## config.mk

```make
export PLATFORM = sky130hd
export DESIGN_NAME = acc_cpu_param_fsm_flat
export DESIGN_NICKNAME = d
export VERILOG_FILES = /design/src/rtl/acc_cpu_pkg.sv /design/src/rtl/acc_cpu_param_fsm_if.sv /design/src/rtl/acc_cpu_alu.sv /design/src/rtl/acc_cpu_param_fsm.sv /design/src/flat_wrapper.sv
export SDC_FILE = /design/constraint.sdc
export NUM_CORES = 1
export LEC_CHECK = 0
export BUFFER_PORTS_ARGS = -buffer_cell sky130_fd_sc_hd__buf_2
export CORE_MARGIN = 2
export CORE_UTILIZATION = 35
export DETAILED_ROUTE_END_ITERATION = 8
export HOLD_SLACK_MARGIN = 0.03
export PLACE_DENSITY = 0.56
export SLEW_MARGIN = 0
export SYNTH_ARGS = -nofsm -noshare
export SYNTH_HDL_FRONTEND = slang
export SYNTH_SLANG_ARGS = --single-unit
```

## constraint.sdc

```tcl
create_clock -name clk -period 7.1 [get_ports clk]
set_clock_uncertainty 0.05 [all_clocks]
set_input_delay 1.42 -clock clk [delete_from_list [all_inputs] [get_ports clk]]
set_output_delay 1.42 -clock clk [all_outputs]
set_load 0.02 [all_outputs]
```

## src/rtl/acc_cpu_pkg.sv

```systemverilog
// Shared opcodes, FSM state encoding and default widths for the accumulator CPU.
package acc_cpu_pkg;

    localparam int DEF_DW = 4;
    localparam int DEF_AW = 4;

    localparam logic [3:0] OP_ADD   = 4'h0;
    localparam logic [3:0] OP_SUB   = 4'h1;
    localparam logic [3:0] OP_STORE = 4'h2;
    localparam logic [3:0] OP_LOAD  = 4'h3;
    localparam logic [3:0] OP_LDI   = 4'h4;
    localparam logic [3:0] OP_AND   = 4'h5;
    localparam logic [3:0] OP_OR    = 4'h6;
    localparam logic [3:0] OP_XOR   = 4'h7;
    localparam logic [3:0] OP_NOT   = 4'h8;
    localparam logic [3:0] OP_SHL   = 4'h9;
    localparam logic [3:0] OP_SHR   = 4'hA;
    localparam logic [3:0] OP_ADDM  = 4'hB;

    typedef enum logic [1:0] {
        IDLE = 2'd0,
        EXEC = 2'd1,
        WB   = 2'd2
    } state_t;

endpackage

```

## src/rtl/acc_cpu_param_fsm_if.sv

```systemverilog
// Instruction handshake and result bus between the pin wrapper and the accumulator CPU.
interface acc_cpu_param_fsm_if import acc_cpu_pkg::*; #(
    parameter int DW = DEF_DW,
    parameter int AW = DEF_AW
);
    logic          instr_valid;
    logic          instr_ready;
    logic [3:0]    opcode;
    logic [AW-1:0] addr;
    logic [DW-1:0] data_in;
    logic [DW-1:0] acc_out;
    logic          carry;
    logic          zero;
    logic          result_valid;

    modport master (
        output instr_valid, opcode, addr, data_in,
        input  instr_ready, acc_out, carry, zero, result_valid
    );

    modport slave (
        input  instr_valid, opcode, addr, data_in,
        output instr_ready, acc_out, carry, zero, result_valid
    );
endinterface

```

## src/rtl/acc_cpu_alu.sv

```systemverilog
// Combinational ALU: result, carry and write enables for one accumulator instruction.
// Latency: 0 cycles (pure logic). Backpressure: none; the caller decides when to commit.
// Optional ACC_CPU_SATURATE_EN clamps ADD/ADDM to all-ones and SUB to zero; carry still flags it.
module acc_cpu_alu import acc_cpu_pkg::*; #(
    parameter int DW = DEF_DW
) (
    input  logic [3:0]    opcode,
    input  logic [DW-1:0] acc,
    input  logic [DW-1:0] operand,
    input  logic [DW-1:0] mem_word,
    output logic [DW-1:0] result,
    output logic          carry,
    output logic          wr_acc,
    output logic          wr_mem,
    output logic          upd_flags
);
    logic [DW-1:0] addend;
    logic [DW:0]   sum_w;
    logic [DW:0]   dif_w;

    assign addend = (opcode == OP_ADDM) ? mem_word : operand;
    assign sum_w  = {1'b0, acc} + {1'b0, addend};
    // MSB of the widened difference is the borrow, i.e. acc < operand
    assign dif_w  = {1'b0, acc} - {1'b0, operand};

    always_comb begin
        result = acc;
        carry  = 1'b0;
        wr_acc = 1'b1;
        wr_mem = 1'b0;
        case (opcode)
            OP_ADD, OP_ADDM: begin
                result = sum_w[DW-1:0];
                carry  = sum_w[DW];
`ifdef ACC_CPU_SATURATE_EN
                if (sum_w[DW]) result = '1;
`endif
            end
            OP_SUB: begin
                result = dif_w[DW-1:0];
                carry  = dif_w[DW];
`ifdef ACC_CPU_SATURATE_EN
                if (dif_w[DW]) result = '0;
`endif
            end
            OP_STORE: begin
                wr_acc = 1'b0;
                wr_mem = 1'b1;
            end
            OP_LOAD: result = mem_word;
            OP_LDI:  result = operand;
            OP_AND:  result = acc & operand;
            OP_OR:   result = acc | operand;
            OP_XOR:  result = acc ^ operand;
            OP_NOT:  result = ~acc;
            OP_SHL: begin
                result = {acc[DW-2:0], 1'b0};
                carry  = acc[DW-1];
            end
            OP_SHR: begin
                result = {1'b0, acc[DW-1:1]};
                carry  = acc[0];
            end
            default: wr_acc = 1'b0;
        endcase
    end

    assign upd_flags = wr_acc;
endmodule

```

## src/rtl/acc_cpu_param_fsm.sv

```systemverilog
// Parametrised accumulator CPU: IDLE/EXEC/WB FSM, register-file memory, carry/zero flags.
// Latency: accept at T0, commit at T2, result_valid strobe in the cycle after T2 (1 instr / 3 cycles).
// Backpressure: instr_ready only in IDLE with ena high; ena low freezes everything. ACC_CPU_SATURATE_EN in ALU.
module acc_cpu_param_fsm import acc_cpu_pkg::*; #(
    parameter int DW = DEF_DW,
    parameter int AW = DEF_AW
) (
    input  logic               clk,
    input  logic               rst_n,
    input  logic               ena,
    acc_cpu_param_fsm_if.slave bus
);
    state_t        state_q, state_d;
    logic          ready;
    logic          accept;

    logic [3:0]    op_q;
    logic [AW-1:0] addr_q;
    logic [DW-1:0] dat_q;
    logic [DW-1:0] acc_q;
    logic          carry_q, zero_q, rv_q;
    logic [DW-1:0] mem_q [2**AW];

    logic [DW-1:0] res_q;
    logic          res_c_q, wr_acc_q, wr_mem_q, upd_q;

    logic [DW-1:0] alu_res;
    logic          alu_c, alu_wr_acc, alu_wr_mem, alu_upd;

    acc_cpu_alu #(.DW(DW)) u_alu (
        .opcode    (op_q),
        .acc       (acc_q),
        .operand   (dat_q),
        .mem_word  (mem_q[addr_q]),
        .result    (alu_res),
        .carry     (alu_c),
        .wr_acc    (alu_wr_acc),
        .wr_mem    (alu_wr_mem),
        .upd_flags (alu_upd)
    );

    assign accept = ready && bus.instr_valid;

    always_ff @(posedge clk or negedge rst_n) begin
        if (!rst_n) state_q <= IDLE;
        else        state_q <= state_d;
    end

    always_comb begin
        state_d = state_q;
        ready   = 1'b0;
        case (state_q)
            IDLE: begin
                ready = ena;
                if (accept) state_d = EXEC;
            end
            EXEC:    state_d = WB;
            WB:      state_d = IDLE;
            default: state_d = IDLE;
        endcase
        if (!ena) state_d = state_q;
    end

    // EXEC registers the ALU outcome so WB commits a stable value after inputs may have moved on
    always_ff @(posedge clk or negedge rst_n) begin
        if (!rst_n) begin
            op_q     <= '0;
            addr_q   <= '0;
            dat_q    <= '0;
            acc_q    <= '0;
            carry_q  <= 1'b0;
            zero_q   <= 1'b0;
            rv_q     <= 1'b0;
            res_q    <= '0;
            res_c_q  <= 1'b0;
            wr_acc_q <= 1'b0;
            wr_mem_q <= 1'b0;
            upd_q    <= 1'b0;
            for (int i = 0; i < 2**AW; i++) mem_q[i] <= '0;
        end else if (ena) begin
            rv_q <= 1'b0;
            case (state_q)
                IDLE: begin
                    if (accept) begin
                        op_q   <= bus.opcode;
                        addr_q <= bus.addr;
                        dat_q  <= bus.data_in;
                    end
                end
                EXEC: begin
                    res_q    <= alu_res;
                    res_c_q  <= alu_c;
                    wr_acc_q <= alu_wr_acc;
                    wr_mem_q <= alu_wr_mem;
                    upd_q    <= alu_upd;
                end
                WB: begin
                    if (wr_acc_q) acc_q <= res_q;
                    if (wr_mem_q) mem_q[addr_q] <= res_q;
                    if (upd_q) begin
                        carry_q <= res_c_q;
                        zero_q  <= (res_q == '0);
                    end
                    rv_q <= 1'b1;
                end
                default: rv_q <= 1'b0;
            endcase
        end
    end

    assign bus.instr_ready  = ready;
    assign bus.acc_out      = acc_q;
    assign bus.carry        = carry_q;
    assign bus.zero         = zero_q;
    assign bus.result_valid = rv_q & ena;
endmodule

```

## src/flat_wrapper.sv

```systemverilog
// flat-port wrapper written by rule: the top's interface ports become plain ports
module acc_cpu_param_fsm_flat import acc_cpu_pkg::*;
#(
    parameter int DW = DEF_DW,
    parameter int AW = DEF_AW
)
  (clk, rst_n, ena, bus_instr_valid, bus_opcode, bus_addr, bus_data_in, bus_instr_ready, bus_acc_out, bus_carry, bus_zero, bus_result_valid);
  acc_cpu_param_fsm_if #(.DW(DW), .AW(AW)) bus_i ();
  input  logic clk;
  input  logic rst_n;
  input  logic ena;
  input wire logic [$bits(bus_i.instr_valid)-1:0] bus_instr_valid;
  input wire logic [$bits(bus_i.opcode)-1:0] bus_opcode;
  input wire logic [$bits(bus_i.addr)-1:0] bus_addr;
  input wire logic [$bits(bus_i.data_in)-1:0] bus_data_in;
  output wire logic [$bits(bus_i.instr_ready)-1:0] bus_instr_ready;
  output wire logic [$bits(bus_i.acc_out)-1:0] bus_acc_out;
  output wire logic [$bits(bus_i.carry)-1:0] bus_carry;
  output wire logic [$bits(bus_i.zero)-1:0] bus_zero;
  output wire logic [$bits(bus_i.result_valid)-1:0] bus_result_valid;
  assign bus_i.instr_valid = bus_instr_valid;
  assign bus_i.opcode = bus_opcode;
  assign bus_i.addr = bus_addr;
  assign bus_i.data_in = bus_data_in;
  assign bus_instr_ready = bus_i.instr_ready;
  assign bus_acc_out = bus_i.acc_out;
  assign bus_carry = bus_i.carry;
  assign bus_zero = bus_i.zero;
  assign bus_result_valid = bus_i.result_valid;
  acc_cpu_param_fsm #(.DW(DW), .AW(AW)) u_core (.clk(clk), .rst_n(rst_n), .ena(ena), .bus(bus_i));
endmodule
```

# Word-level counts from Yosys, hierarchy flattened
# Cells that the tools add are included.
[word_totals]
reg_bits = 92
inputBits = 16
[classes]
add_sub_neg = 2
order_cmp = 2
n_eq_ne = 14
n_mux = 15
bitwise = 6
reduce_logical = 12
[ops]
columns = ["operator", "n"]
rows = [
  ["bitwise mux 64 bit", 1],
  ["one-hot mux 4 bit (10 select lines)", 1],
  ["binary-select mux 4 bit (select 4 bit)", 1],
  ["demux 4 bit (select 4 bit)", 1],
  ["== test 4 x 3 -> 1 bit (second input constant)", 4],
  ["== test 4 bit (second input constant)", 4],
  ["two-way mux 4 bit", 4],
  ["OR reduction 11 bit", 1],
  ["AND reduction 3 bit", 3],
  ["== test 4 x 2 -> 1 bit (second input constant)", 2],
  ["zero test 4 bit", 2],
  ["adder 4 x 4 -> 5 bit", 1],
  ["greater-or-equal comparator 5 bit (second input constant)", 1],
  ["< comparator 5 x 1 -> 1 bit (second input constant)", 1],
  ["NOT 4 -> 5 bit", 1],
  ["subtractor 4 x 4 -> 5 bit", 1],
  ["AND 4 bit", 1],
  ["== test 4 x 1 -> 1 bit (second input constant)", 1],
  ["two-way mux 1 bit", 4],
  ["NOT 4 bit", 1],
  ["bitwise OR 4 bit", 1],
  ["one-hot mux 1 bit (4 select lines)", 1],
  ["one-hot mux 2 bit (2 select lines)", 1],
  ["AND reduction 2 bit", 2],
  ["other kinds (9)", 10],
]

# Depth between registers and ports, before layout
[depth]
depth_word = 7
mapped_depth = 14
mapped_depth_nobuf = 13

# Hierarchy
# Synthesis repeated with hierarchy kept, for this count alone.
[unflattened]
hier_cells = 419
hier_area_um2 = 5432.7
[modules_own_cells]
columns = ["module", "n_inst", "cells_each", "area_each_um2"]
rows = [
  ["acc_cpu_param_fsm", 1, 279, 4371.7],
  ["acc_cpu_alu", 1, 140, 1061.0],
]

# Least setup slack after synthesis
# No wires, ideal clock.
[synth_path]
path_type = "input port to output port"
startpoint = "input port ena"
endpoint = "output port bus_instr_ready"
arrival_time_ns = 1.959
path_slack_ns = 3.671
cell_stages = 2
path_cell_list = "inv_1 > nor3_1"
[synth_via]
elab_chain_cells = 1
[synth_rtl]
columns = ["item", "line_no", "source"]
rows = [
  ["from (decl)", "flat_wrapper.sv:11", "input logic ena;"],
  ["two-way mux 1 bit", "acc_cpu_param_fsm.sv:52", "case (state_q)"],
  ["to (decl)", "flat_wrapper.sv:16", "output wire logic [$bits(bus_i.instr_ready)-1:0] bus_instr_ready;"],
]
# Every way passes these cells.

# Final worst setup path
[layout_path]
startpoint = "register u_core.addr_q[1]"
endpoint = "register u_core.res_q[2]"
[layout_via]
elab_chain_cells = 7
[layout_rtl]
columns = ["item", "line_no", "source"]
rows = [
  ["from (decl)", "acc_cpu_param_fsm.sv:18", "logic [AW-1:0] addr_q;"],
  ["from (signal assigned)", "acc_cpu_param_fsm.sv:86", "addr_q <= bus.addr;"],
  ["NOT 4 -> 5 bit (not written as such) *", "acc_cpu_param_fsm.sv:34", ".mem_word (mem_q[addr_q]),"],
  ["binary-select mux 4 bit (select 4 bit) *", "acc_cpu_param_fsm.sv:34", ""],
  ["two-way mux 4 bit (not written as such) * (2 in series)", "acc_cpu_param_fsm.sv:34", ""],
  ["two-way mux 4 bit", "acc_cpu_alu.sv:21", "assign addend = (opcode == OP_ADDM) ? mem_word : operand;"],
  ["adder 4 x 4 -> 5 bit", "acc_cpu_alu.sv:22", "assign sum_w = {1'b0, acc} + {1'b0, addend};"],
  ["one-hot mux 4 bit (10 select lines) *", "acc_cpu_alu.sv:31", "case (opcode)"],
  ["to (signal assigned)", "acc_cpu_param_fsm.sv:91", "res_q <= alu_res;"],
  ["to (decl)", "acc_cpu_param_fsm.sv:24", "logic [DW-1:0] res_q;"],
]
# Mark *: on every way between the ends. The rest lies on a longest branch, timed or not. The select of a mux whose other input is x is not followed.
# A chain may end at the register's enable or synchronous reset.

==> flow_summary.yaml <==
clocking:
  clock_latency_ns: 0.34
  ctsResizeCount: 0
  cts_root_buf: "clkbuf_16"
  ctsHtreeMaxLevel: 3
  post_cts_buffers: 0
  cts_hold_buf: 0
  clock_sinks: 92
  clk_pin_slew_ns: 0.07
  cts_tree: "yes"
  cts_made_buffers: 9
  clockBufferDepth: 2
global_route:
  antenna_found_initial: 0
  grt_usage_pct: 16.3
  globalRouteOverflowTotal: 0
  grt_pass1_vias: 3453
  grt_pass1_wl_mm: 18.9
  grt_max_degree: 80
critical_path:
  cpMaxStageDelayCell: "dfrtp_1"
  cp_max_fo: 22
  slowest_delay_ns: 1.03
  critPathKind: "register to register"
  end_kind: "register"
  crit_buf_inv: 1
  crit_arrival_ns: 3.73
  setup.worst_path.start_class: "register"
  critPathTopFamily: "flip-flops"
  cp.required_ns: 7.27
  path_cells: "mux4_2, mux2i_1, a21oi_1, o21ai_0, nand2_1, ha_1, inv_1, fa_1, xor2_1, a211oi_1, a221o_1, o221ai_1, nand3_1"
floorplan:
  num_rows: 43
  num_io_pins: 24
  die_x_um: 123
  die-height_um: 123
  core_um2: 13900
  initial_utilization_pct: 35.9
  die-area_um2: 15200
sta:
  tns_ns: 0
  worst_pin_slew_ns: 1.03
  maxSlewViolCount: 0
  holdWs_ns: 0.420
  setup_violations: 0
  maxSlewHeadroom_pct: 31.1
  rsz0062_at_grt: "no"
  fmax_mhz: 281
  fin_crit_sh_pct: 50.2
  period_needed_ns: 3.56
  hold_viol_final: 0
detailed_routing:
  wl_mm: 11.5
  firstDrtPassIters: 5
  final_antenna_net_count: 0
  drcViolationCount: 0
  wl_per_cell_um: 18.4
  vias: 3386
  viasPerCell: 5.43
  first_iter_violations: 302
outcome:
  outcome: "finished clean"
synth:
  yosysTopAreaCellShare_pct: 46.1
  ys_seq_elements: 92
  synth.top_cells.by_area: "dfrtp_1 46%, mux2_2 18%, mux4_2 7.2%"
  synthFlopType: "dfrtp_1"
  synth_commonest_cells: "92 x dfrtp_1, 81 x mux2_2, 40 x nand2_1"
  synth_edf_count: 0
  syn_area_um2: 5000
  async_flop_share_pct: 100
  yosysTopAreaCell: "dfrtp_1"
  synth_fp_nets: 464
  ys_warn_count: 0
  yosysSeqAreaShare_pct: 46.1
  synth.most_common_cell: "dfrtp_1"
  syn_inst: 430
  synth_cell_type_count: 44
  syn_area_per_cell_um2: 11.6
place:
  io_buffers: 23
  finalWeightedCongestion: 0.873
  place_hpwl_mm: 7.81
cells_and_area:
  diodes: 0
  syn2layout_area_growth_pct: 10.8
  drive_gt1_share_pct: 32.5
  nets: 472
power:
  power.total_uw: 1850
  leakagePower_uw: 0.00258
  p_per_area_nw_per_um2: 334
  max-vdd-ir-drop_uv: 121
hold_path:
  hold_path.class: "register to register"
job:
  maxCapViolCount: 0
-- sequential cells by signal, summed over array words and instances, names as in the netlist, 2 cells and up --
name / cells
u_core.addr_q: 4
u_core.mem_q: 64
u_core.dat_q: 4
u_core.op_q: 4
u_core.res_q: 4
u_core.state_q: 2
u_core.bus.acc_out: 4
-- metrics by stage --
stage	std cells	utilization (%)	worst slack (ns)	area [um^2]
floorplan	430	-	3.67	5000
global placement	607	37.5	3.60	5230
detailed placement	607	37.5	3.50	5230
CTS	623	39.7	3.48	5540
global route	623	39.7	3.15	5540
finish	623	39.7	3.54	5540
-- layer usage --
metal  up-vias  part of all wire, %  routed length [um]  global-route usage (%)
li1       1565                    -                   -                       -
met1      1736                   47                5400                    21.8
met4         0                  1.1                 127                    3.98
met5         -                    0                   0                       0
met3         8                  3.1                 361                    3.23
met2        77                   49                5580                    27.1
-- layout by cell type, fill, tap and decap left out, drive strengths merged, types with 12 or more instances in the layout --
cell   instances
a21oi         17
mux4          16
ha            16
buf           25
nand2         40
mux2          81
o21ai         19
inv           16
dfrtp         92
nand3         12
nor2          22
-- logic make-up after synthesis --
logic type	Yosys count	synth area share, %
fa+ha+maj	18	4.81
buf+inv	42	3.58
compound gates	65	8.06
flops	92	46.1
mux	100	26.1
simple gates	109	10.7
xor+xnor	4	0.701
-- path summary, 6_finish.rpt --
check | startpoint | endpoint | slack [ns] | cells past startpoint
max in group asynchronous | rst_n | u_core.res_q[3] | 4.88 | 2
setup / recovery | u_core.addr_q[1] | u_core.res_q[2] | 3.54 | 13
min in group asynchronous | rst_n | u_core.op_q[0] | 0.88 | 1
setup reg to reg | u_core.addr_q[1] | u_core.res_q[2] | 3.54 | 13
hold reg to reg | u_core.res_c_q | u_core.res_c_q | 0.42 | 2
hold / removal | u_core.res_c_q | u_core.res_c_q | 0.42 | 2
-- power by group --
group / internal, uW / switching [uW]
sequential: 603 / 242
combinational: 254 / 255
clock: 286 / 211
total: 1140 / 707
-- layout make-up --
type	instances	area [um^2]
Fill cell	1322	8400
Multi-Input combinational cell	296	2510
Sequential cell	92	2300
Clock buffer	10	239
Tap cell	180	225
Timing Repair Buffer	25	133
Clock inverter	6	71.3
Inverter	14	52.6
-- worst register-to-register path: cells and delay by family (launching register included) --
family / cells / cell delay, ns
XOR/XNOR: 1 / 0.14
buffers and inverters: 1 / 0.07
multiplexers: 2 / 0.84
flip-flops: 1 / 1.03
AO/OA/AOI/OAI: 5 / 0.74
AND/OR/NAND/NOR: 2 / 0.18
adder cells (fa/ha/maj): 2 / 0.39
(Power assumes the default switching activity.)
